**src/rtl/seg_pkg.sv**
```systemverilog
// Shared types and constants for the HEX scroll banner: character codes,
// the blank segment pattern and the controller state encoding.
package seg_pkg;

    typedef logic [4:0] char_t;

    localparam char_t CH_A     = 5'd10;
    localparam char_t CH_B     = 5'd11;
    localparam char_t CH_C     = 5'd12;
    localparam char_t CH_D     = 5'd13;
    localparam char_t CH_E     = 5'd14;
    localparam char_t CH_F     = 5'd15;
    localparam char_t CH_H     = 5'd16;
    localparam char_t CH_L     = 5'd17;
    localparam char_t CH_O     = 5'd18;
    localparam char_t CH_P     = 5'd19;
    localparam char_t CH_R     = 5'd20;
    localparam char_t CH_U     = 5'd21;
    localparam char_t CH_MINUS = 5'd22;
    localparam char_t CH_BLANK = 5'd31;

    localparam logic [6:0] SEG_BLANK = 7'b1111111;

    typedef enum logic [0:0] {
        IDLE = 1'b0,
        RUN  = 1'b1
    } state_t;

endpackage

```
**src/rtl/seg_char_decoder.sv**
```systemverilog
// Character code to active-low seven-segment pattern (bit order gfedcba).
// Reserved codes 23..30 and code 31 decode to blank.
module seg_char_decoder
    import seg_pkg::*;
(
    input  char_t       char_i,
    output logic [6:0]  seg_o
);

    always_comb begin
        seg_o = SEG_BLANK;
        case (char_i)
            5'd0:     seg_o = 7'b1000000;
            5'd1:     seg_o = 7'b1111001;
            5'd2:     seg_o = 7'b0100100;
            5'd3:     seg_o = 7'b0110000;
            5'd4:     seg_o = 7'b0011001;
            5'd5:     seg_o = 7'b0010010;
            5'd6:     seg_o = 7'b0000010;
            5'd7:     seg_o = 7'b1111000;
            5'd8:     seg_o = 7'b0000000;
            5'd9:     seg_o = 7'b0010000;
            CH_A:     seg_o = 7'b0001000;
            CH_B:     seg_o = 7'b0000011;
            CH_C:     seg_o = 7'b1000110;
            CH_D:     seg_o = 7'b0100001;
            CH_E:     seg_o = 7'b0000110;
            CH_F:     seg_o = 7'b0001110;
            CH_H:     seg_o = 7'b0001001;
            CH_L:     seg_o = 7'b1000111;
            CH_O:     seg_o = 7'b0100011;
            CH_P:     seg_o = 7'b0001100;
            CH_R:     seg_o = 7'b0101111;
            CH_U:     seg_o = 7'b1000001;
            CH_MINUS: seg_o = 7'b0111111;
            default:  seg_o = SEG_BLANK;
        endcase
    end

endmodule

```
**src/rtl/hex_scroll_controller.sv**
```systemverilog
// Right-to-left scrolling banner across HEX0..HEX(NUM_DIGITS-1).
// Optional SEG_SCROLL_STOP_EN adds stop_i to abort a run from RUN.
//
// state | meaning
// IDLE  | display blank, buffer writable, waiting for a valid start
// RUN   | stepping s once per prescaler wrap, buffer frozen
module hex_scroll_controller
    import seg_pkg::*;
#(
    parameter int NUM_DIGITS = 6,
    parameter int MSG_LEN    = 16,
    parameter int TICK_DIV   = 12_500_000
)
(
    input  logic                          clk_i,
    input  logic                          rst_i,
    input  logic                          load_en_i,
    input  logic [$clog2(MSG_LEN)-1:0]    load_addr_i,
    input  char_t                         load_char_i,
    input  logic [$clog2(MSG_LEN):0]      len_i,
    input  logic                          loop_i,
    input  logic                          start_i,
    output logic                          busy_o,
    output logic                          done_o,
    output logic [7*NUM_DIGITS-1:0]       hex_o
`ifdef SEG_SCROLL_STOP_EN
    ,
    input  logic                          stop_i
`endif
);

    localparam int AW = $clog2(MSG_LEN);
    localparam int LW = AW + 1;
    localparam int SW = $clog2(MSG_LEN + NUM_DIGITS);
    localparam int PW = (TICK_DIV > 1) ? $clog2(TICK_DIV) : 1;
    localparam logic [PW-1:0] PRESC_MAX = PW'(TICK_DIV - 1);

    state_t                   r_state;
    logic [SW-1:0]            r_step;
    logic [PW-1:0]            r_presc;
    logic [LW-1:0]            r_len;
    logic                     r_loop;
    char_t                    r_buf [MSG_LEN];
    logic                     r_busy;
    logic                     r_done;
    logic [7*NUM_DIGITS-1:0]  r_hex;

    logic                     w_tick;
    logic                     w_last;
    logic                     w_start_ok;
    logic                     w_stop;
    char_t                    w_char [NUM_DIGITS];
    logic [6:0]               w_seg  [NUM_DIGITS];
    logic [7*NUM_DIGITS-1:0]  w_hex_run;

`ifdef SEG_SCROLL_STOP_EN
    assign w_stop = stop_i;
`else
    assign w_stop = 1'b0;
`endif

    assign w_tick     = (r_presc == PRESC_MAX);
    assign w_last     = (int'(r_step) == int'(r_len) + NUM_DIGITS - 1);
    assign w_start_ok = start_i && (len_i != '0) && (len_i <= LW'(MSG_LEN));

    // Digit d shows buffer[s-d] while that index lies inside the message.
    always_comb begin
        for (int d = 0; d < NUM_DIGITS; d++) begin
            w_char[d] = CH_BLANK;
            if ((int'(r_step) >= d) && ((int'(r_step) - d) < int'(r_len)))
                w_char[d] = r_buf[AW'(int'(r_step) - d)];
        end
    end

    for (genvar g = 0; g < NUM_DIGITS; g++) begin : g_dec
        seg_char_decoder u_dec (
            .char_i (w_char[g]),
            .seg_o  (w_seg[g])
        );
        assign w_hex_run[7*g +: 7] = w_seg[g];
    end

    always_ff @(posedge clk_i) begin
        if (rst_i) begin
            r_state <= IDLE;
            r_step  <= '0;
            r_presc <= '0;
            r_len   <= '0;
            r_loop  <= 1'b0;
            r_busy  <= 1'b0;
            r_done  <= 1'b0;
            r_hex   <= {NUM_DIGITS{SEG_BLANK}};
            for (int i = 0; i < MSG_LEN; i++)
                r_buf[i] <= CH_BLANK;
        end else begin
            r_done <= 1'b0;
            r_hex  <= (r_state == RUN) ? w_hex_run : {NUM_DIGITS{SEG_BLANK}};
            case (r_state)
                IDLE: begin
                    if (load_en_i)
                        r_buf[load_addr_i] <= load_char_i;
                    if (w_start_ok) begin
                        r_len   <= len_i;
                        r_loop  <= loop_i;
                        r_step  <= '0;
                        r_presc <= '0;
                        r_busy  <= 1'b1;
                        r_state <= RUN;
                    end
                end
                RUN: begin
                    // Abort wins over a tick landing in the same cycle.
                    if (w_stop) begin
                        r_state <= IDLE;
                        r_busy  <= 1'b0;
                        r_step  <= '0;
                        r_presc <= '0;
                    end else if (w_tick) begin
                        r_presc <= '0;
                        if (w_last) begin
                            r_step <= '0;
                            if (!r_loop) begin
                                r_state <= IDLE;
                                r_busy  <= 1'b0;
                                r_done  <= 1'b1;
                            end
                        end else begin
                            r_step <= r_step + SW'(1);
                        end
                    end else begin
                        r_presc <= r_presc + PW'(1);
                    end
                end
                default: r_state <= IDLE;
            endcase
        end
    end

    assign busy_o = r_busy;
    assign done_o = r_done;
    assign hex_o  = r_hex;

endmodule
```
**config.mk**
```make
export PLATFORM = sky130hd
export DESIGN_NAME = hex_scroll_controller
export DESIGN_NICKNAME = d
export VERILOG_FILES = /design/src/rtl/seg_pkg.sv /design/src/rtl/seg_char_decoder.sv /design/src/rtl/hex_scroll_controller.sv
export SDC_FILE = /design/constraint.sdc
export NUM_CORES = 1
export LEC_CHECK = 0
export ABC_AREA = 1
export CAP_MARGIN = 25
export CORE_ASPECT_RATIO = 1.2
export CORE_MARGIN = 2
export CORE_UTILIZATION = 67
export DETAILED_ROUTE_END_ITERATION = 8
export GPL_TIMING_DRIVEN = 0
export PLACE_DENSITY = 0.95
export SLEW_MARGIN = 40
export SYNTH_ARGS = -nofsm -noshare
export SYNTH_HDL_FRONTEND = slang
export SYNTH_SLANG_ARGS = --single-unit
```
**constraint.sdc**
```tcl
create_clock -name clk_i -period 8.4 [get_ports clk_i]
set_clock_uncertainty 0.2 [all_clocks]
set_input_delay 0.84 -clock clk_i [delete_from_list [all_inputs] [get_ports clk_i]]
set_output_delay 0.84 -clock clk_i [all_outputs]
set_load 0.005 [all_outputs]
```
==> impl_metrics.py <==
metrics = {
    "setup_path": {
        "worstRegToRegCells": 27,
        "worst_setup_path_end_kind": "register",
        "regToRegSetupSlack_ns": 3.26,
        "critical_path_required_ns": 8.54,
        "arrival_ns": 5.27,
        "worst-setup-path-type": "reg -> reg",
        "crit_fanout": 12,
        "timing.rr.start": "r_step[0]$_SDFFE_PP0P_",
        "r2r_end": "hex_o[10]$_SDFF_PP1_",
        "setup_crit_start_kind": "register",
    },
    "sta": {
        "slew_headroom_pct": 40.3,
        "setup_total_negative_slack_ns": 0,
        "final-setup-viol-count": 0,
        "setup_ws_ns": 3.26,
        "final-max-slew-violation-count": 0,
        "fin_crit_ns": 5.14,
        "rsz0062_at_grt": "false",
        "hold_viol": 0,
        "min_period_over_period_pct": 61.1,
        "timing_worst_slew_pin_value_ns": 0.886,
        "max_clock_freq_mhz": 195,
        "timing.hold.ws_ns": 0.285,
    },
    "power": {
        "power.internal_mw": 1.37,
        "sequentialPowerShare_pct": 41.5,
        "leakage_nw": 6.40,
        "combPwrFrac_pct": 20.1,
        "ratio_of_total_power_to_cell_area_nw_per_um2": 139,
        "max_vdd_drop_mv": 0.145,
        "power_dissipated_by_switching_net_loads_mw": 0.714,
        "netSwitchingFraction_pct": 34.2,
        "clock_power_share_pct": 38.4,
    },
    "layout": {
        "insertedDiodeCount": 0,
        "drive_gt1_share_pct": 7.16,
        "most-common-layout-cells": "nand2_1, nand3_1, inv_1, nor2_1, ha_1",
        "final.fill_count": 1499,
        "area_growth_syn_to_layout_pct": 11.3,
        "finish.utilization_pct": 76.5,
        "final_net_count": 2244,
        "layout.cells.most_common": "nand2_1",
    },
    "min_path": {
        "worst_hold_path_type": "reg -> reg",
        "whs_endpoint": "busy_o$_SDFFE_PP0P_",
        "hold_depth": 2,
        "hold_path_startpoint": "busy_o$_SDFFE_PP0P_",
    },
    "flow_run": {
        "timing.max_cap.violations": 0,
    },
    "yosys": {
        "syn_inst": 2058,
        "top_cell_type_s_share_of_synthesized_area_pct": 18.5,
        "synth_top_cell_by_area": "nand2_1",
        "asyncSetResetFlopFracSynth_pct": 0,
        "yosysWarnings": 0,
        "post_synth_main_area_contributors": "nand2_1, edfxtp_1, nand3_1",
        "postSynthRegisterBits": 164,
        "ys_seq_area_share_pct": 30.3,
        "synth_enable_flop_cells": 80,
        "synth.avg_cell_area_um2": 6.55,
        "post_synth_instance_area_um2": 13500,
        "synth_cell_type_count": 44,
        "synthesized_netlist_net_count": 2163,
        "synth_top_flop_cell": "dfxtp_1",
    },
    "placed_design": {
        "dpl.hpwl_um": 36100,
        "placement.io_buffers": 62,
        "globalplace.congestion": 1.11,
        "detailedPlace.worstSlack_ns": 3.46,
    },
    "die": {
        "rows": 56,
        "fp.dieArea_um2": 21300,
        "floorplan.die.height_um": 159,
        "initial_core_util_pct": 68.7,
        "core_area_um2": 19600,
        "num_io_pins": 63,
        "die_w_um": 134,
    },
    "global_route": {
        "grt_start_max_net_pins": 19,
        "grt_util_all_layers_pct": 43.2,
        "grt_pass1_vias": 14136,
        "grt_most_used_layer": "met2",
        "grt_first_pass_wirelength_um": 72900,
        "grt_antenna_before_repair": 0,
        "groute.layer.met3.usage_pct": 7.93,
        "met1_grt_util_pct": 52.0,
        "globalRouteOverflowTotal": 0,
        "grtUsageMet2_pct": 70.1,
    },
    "route": {
        "detail_route.vias_per_cell": 6.29,
        "dr_total_vias": 15183,
        "drc": 0,
        "number_of_violations_reported_at_the_end_of_detailed_routing_iteration_0": 1949,
        "route.detailed.wl_per_inst_um": 19.4,
        "drtAntennaViolNets": 0,
        "drtPass1Iterations": 9,
        "wl_final_um": 46700,
    },
    "clock_tree": {
        "cts_tree": "built",
        "ctsLongestPathBuffers": 2,
        "ctsHtreeMaxLevel": 4,
        "clk_pin_slew_ns": 0.07,
        "numCtsBuffers": 17,
        "cts_root_buf": "clkbuf_16",
        "ctsResizeCount": 0,
        "cts_setup_buffers": 0,
        "cts.sinks": 164,
        "worstSkewPairLatency_ns": 0.45,
        "cts_hold_buf": 0,
    },
    "outcome": {
        "status": "complete, no violations",
    },
}
## metal layers
metal  wire length, um  vias to the layer above
met1             16600                     6799
met5                 0                        -
li1                  -                     7027
met2             21400                     1113
met3              5210                      244
met4              3530                        0
## kinds of logic after synthesis
logic type	Yosys count	synth area share [%]
DFF	164	30.3
and+or+nand+nor	1322	43.2
AOI/OAI and AO/OA	202	8.41
buffers and inverters	271	8.89
xor gates and xnor gates	13	1.29
adders and majority gates	86	7.98
## registers in the layout, summed over array words and instances, names as in the netlist, named ones only
signal	cells
r_step	5
r_loop	1
done_o	1
busy_o	1
r_len	5
r_state	1
hex_o	42
r_buf	80
r_presc	24
## Yosys cell counts (2+ instances only)
cell type    n
edfxtp_1    80
a21oi_1     68
ha_1        86
inv_1      156
nand4_1     29
clkbuf_1    28
nand2_4      2
nor2_2       4
xor2_4       2
nand2_1    665
buf_1        3
o221ai_1     3
buf_4       12
xor2_2       3
dfxtp_1     84
o21ai_2      2
o21ai_1      9
nand3b_1     6
nor2_1     122
or2_2        2
o211ai_1    31
buf_2       47
nand3_1    456
a211oi_1     3
nor2_4       6
xor2_1       8
nand3_2      5
nand3_4      3
buf_6       10
o21ai_0     80
nand2_2     10
inv_2       13
nor3_1       9
## layout make-up
cell class | instances | area, um^2 | share of cell area (%)
multi-input combinational | 1623 | 8200 | 54.7
clock buffer | 18 | 429 | 2.86
buffer | 100 | 554 | 3.69
timing repair buffer | 62 | 621 | 4.13
clock inverter | 14 | 146 | 0.975
sequential | 164 | 4080 | 27.2
inverter | 171 | 644 | 4.29
tap | 261 | 327 | 2.18
## through the flow
step	std cells	cell area (um^2)	power, mW
floorplan	2058	13500	1.16
global placement	2381	14400	1.27
global route	2413	15000	2.14
CTS	2413	15000	2.06
finish	2413	15000	2.09
detailed placement	2381	14400	1.28
## worst max path at each step
stage               cells after the start  slack, ns                   start                    to
floorplan                              27       4.45  r_step[1]$_SDFFE_PP0P_  hex_o[10]$_SDFF_PP1_
global placement                       27       3.48  r_step[1]$_SDFFE_PP0P_  hex_o[10]$_SDFF_PP1_
detailed placement                     27       3.46  r_step[1]$_SDFFE_PP0P_  hex_o[10]$_SDFF_PP1_
CTS                                    27       3.43  r_step[1]$_SDFFE_PP0P_  hex_o[10]$_SDFF_PP1_
global route                           26       3.06  r_step[1]$_SDFFE_PP0P_  hex_o[38]$_SDFF_PP1_
finish                                 27       3.26  r_step[0]$_SDFFE_PP0P_  hex_o[10]$_SDFF_PP1_
## critical path, cell delays in order (launching register included)
cell,delay [ns]
dfxtp_1,0.73
inv_2,0.08
buf_6,0.16
buf_6,0.16
buf_2,0.22
ha_1,0.34
buf_2,0.18
inv_1,0.16
buf_2,0.25
buf_2,0.27
ha_1,0.21
inv_1,0.05
nand2_1,0.12
nand2_1,0.07
nand2_1,0.05
nand2_1,0.04
nand2_1,0.09
nand2_1,0.16
nand2_1,0.22
inv_2,0.11
nand2_1,0.21
inv_1,0.14
ha_1,0.35
inv_1,0.06
nand4_1,0.09
nand3_1,0.08
a21oi_1,0.13
nand2_1,0.06
## power by group through the flow
stage / registers (mW) / logic (mW) / clock network [mW]
after detailed placement: 0.881 / 0.402 / 0
after global placement: 0.881 / 0.390 / 0
after global routing: 0.865 / 0.458 / 0.821
after CTS: 0.863 / 0.406 / 0.790
after floorplan: 0.874 / 0.286 / 0
final: 0.865 / 0.420 / 0.801
No activity file was read; power rests on OpenSTA's default activity.
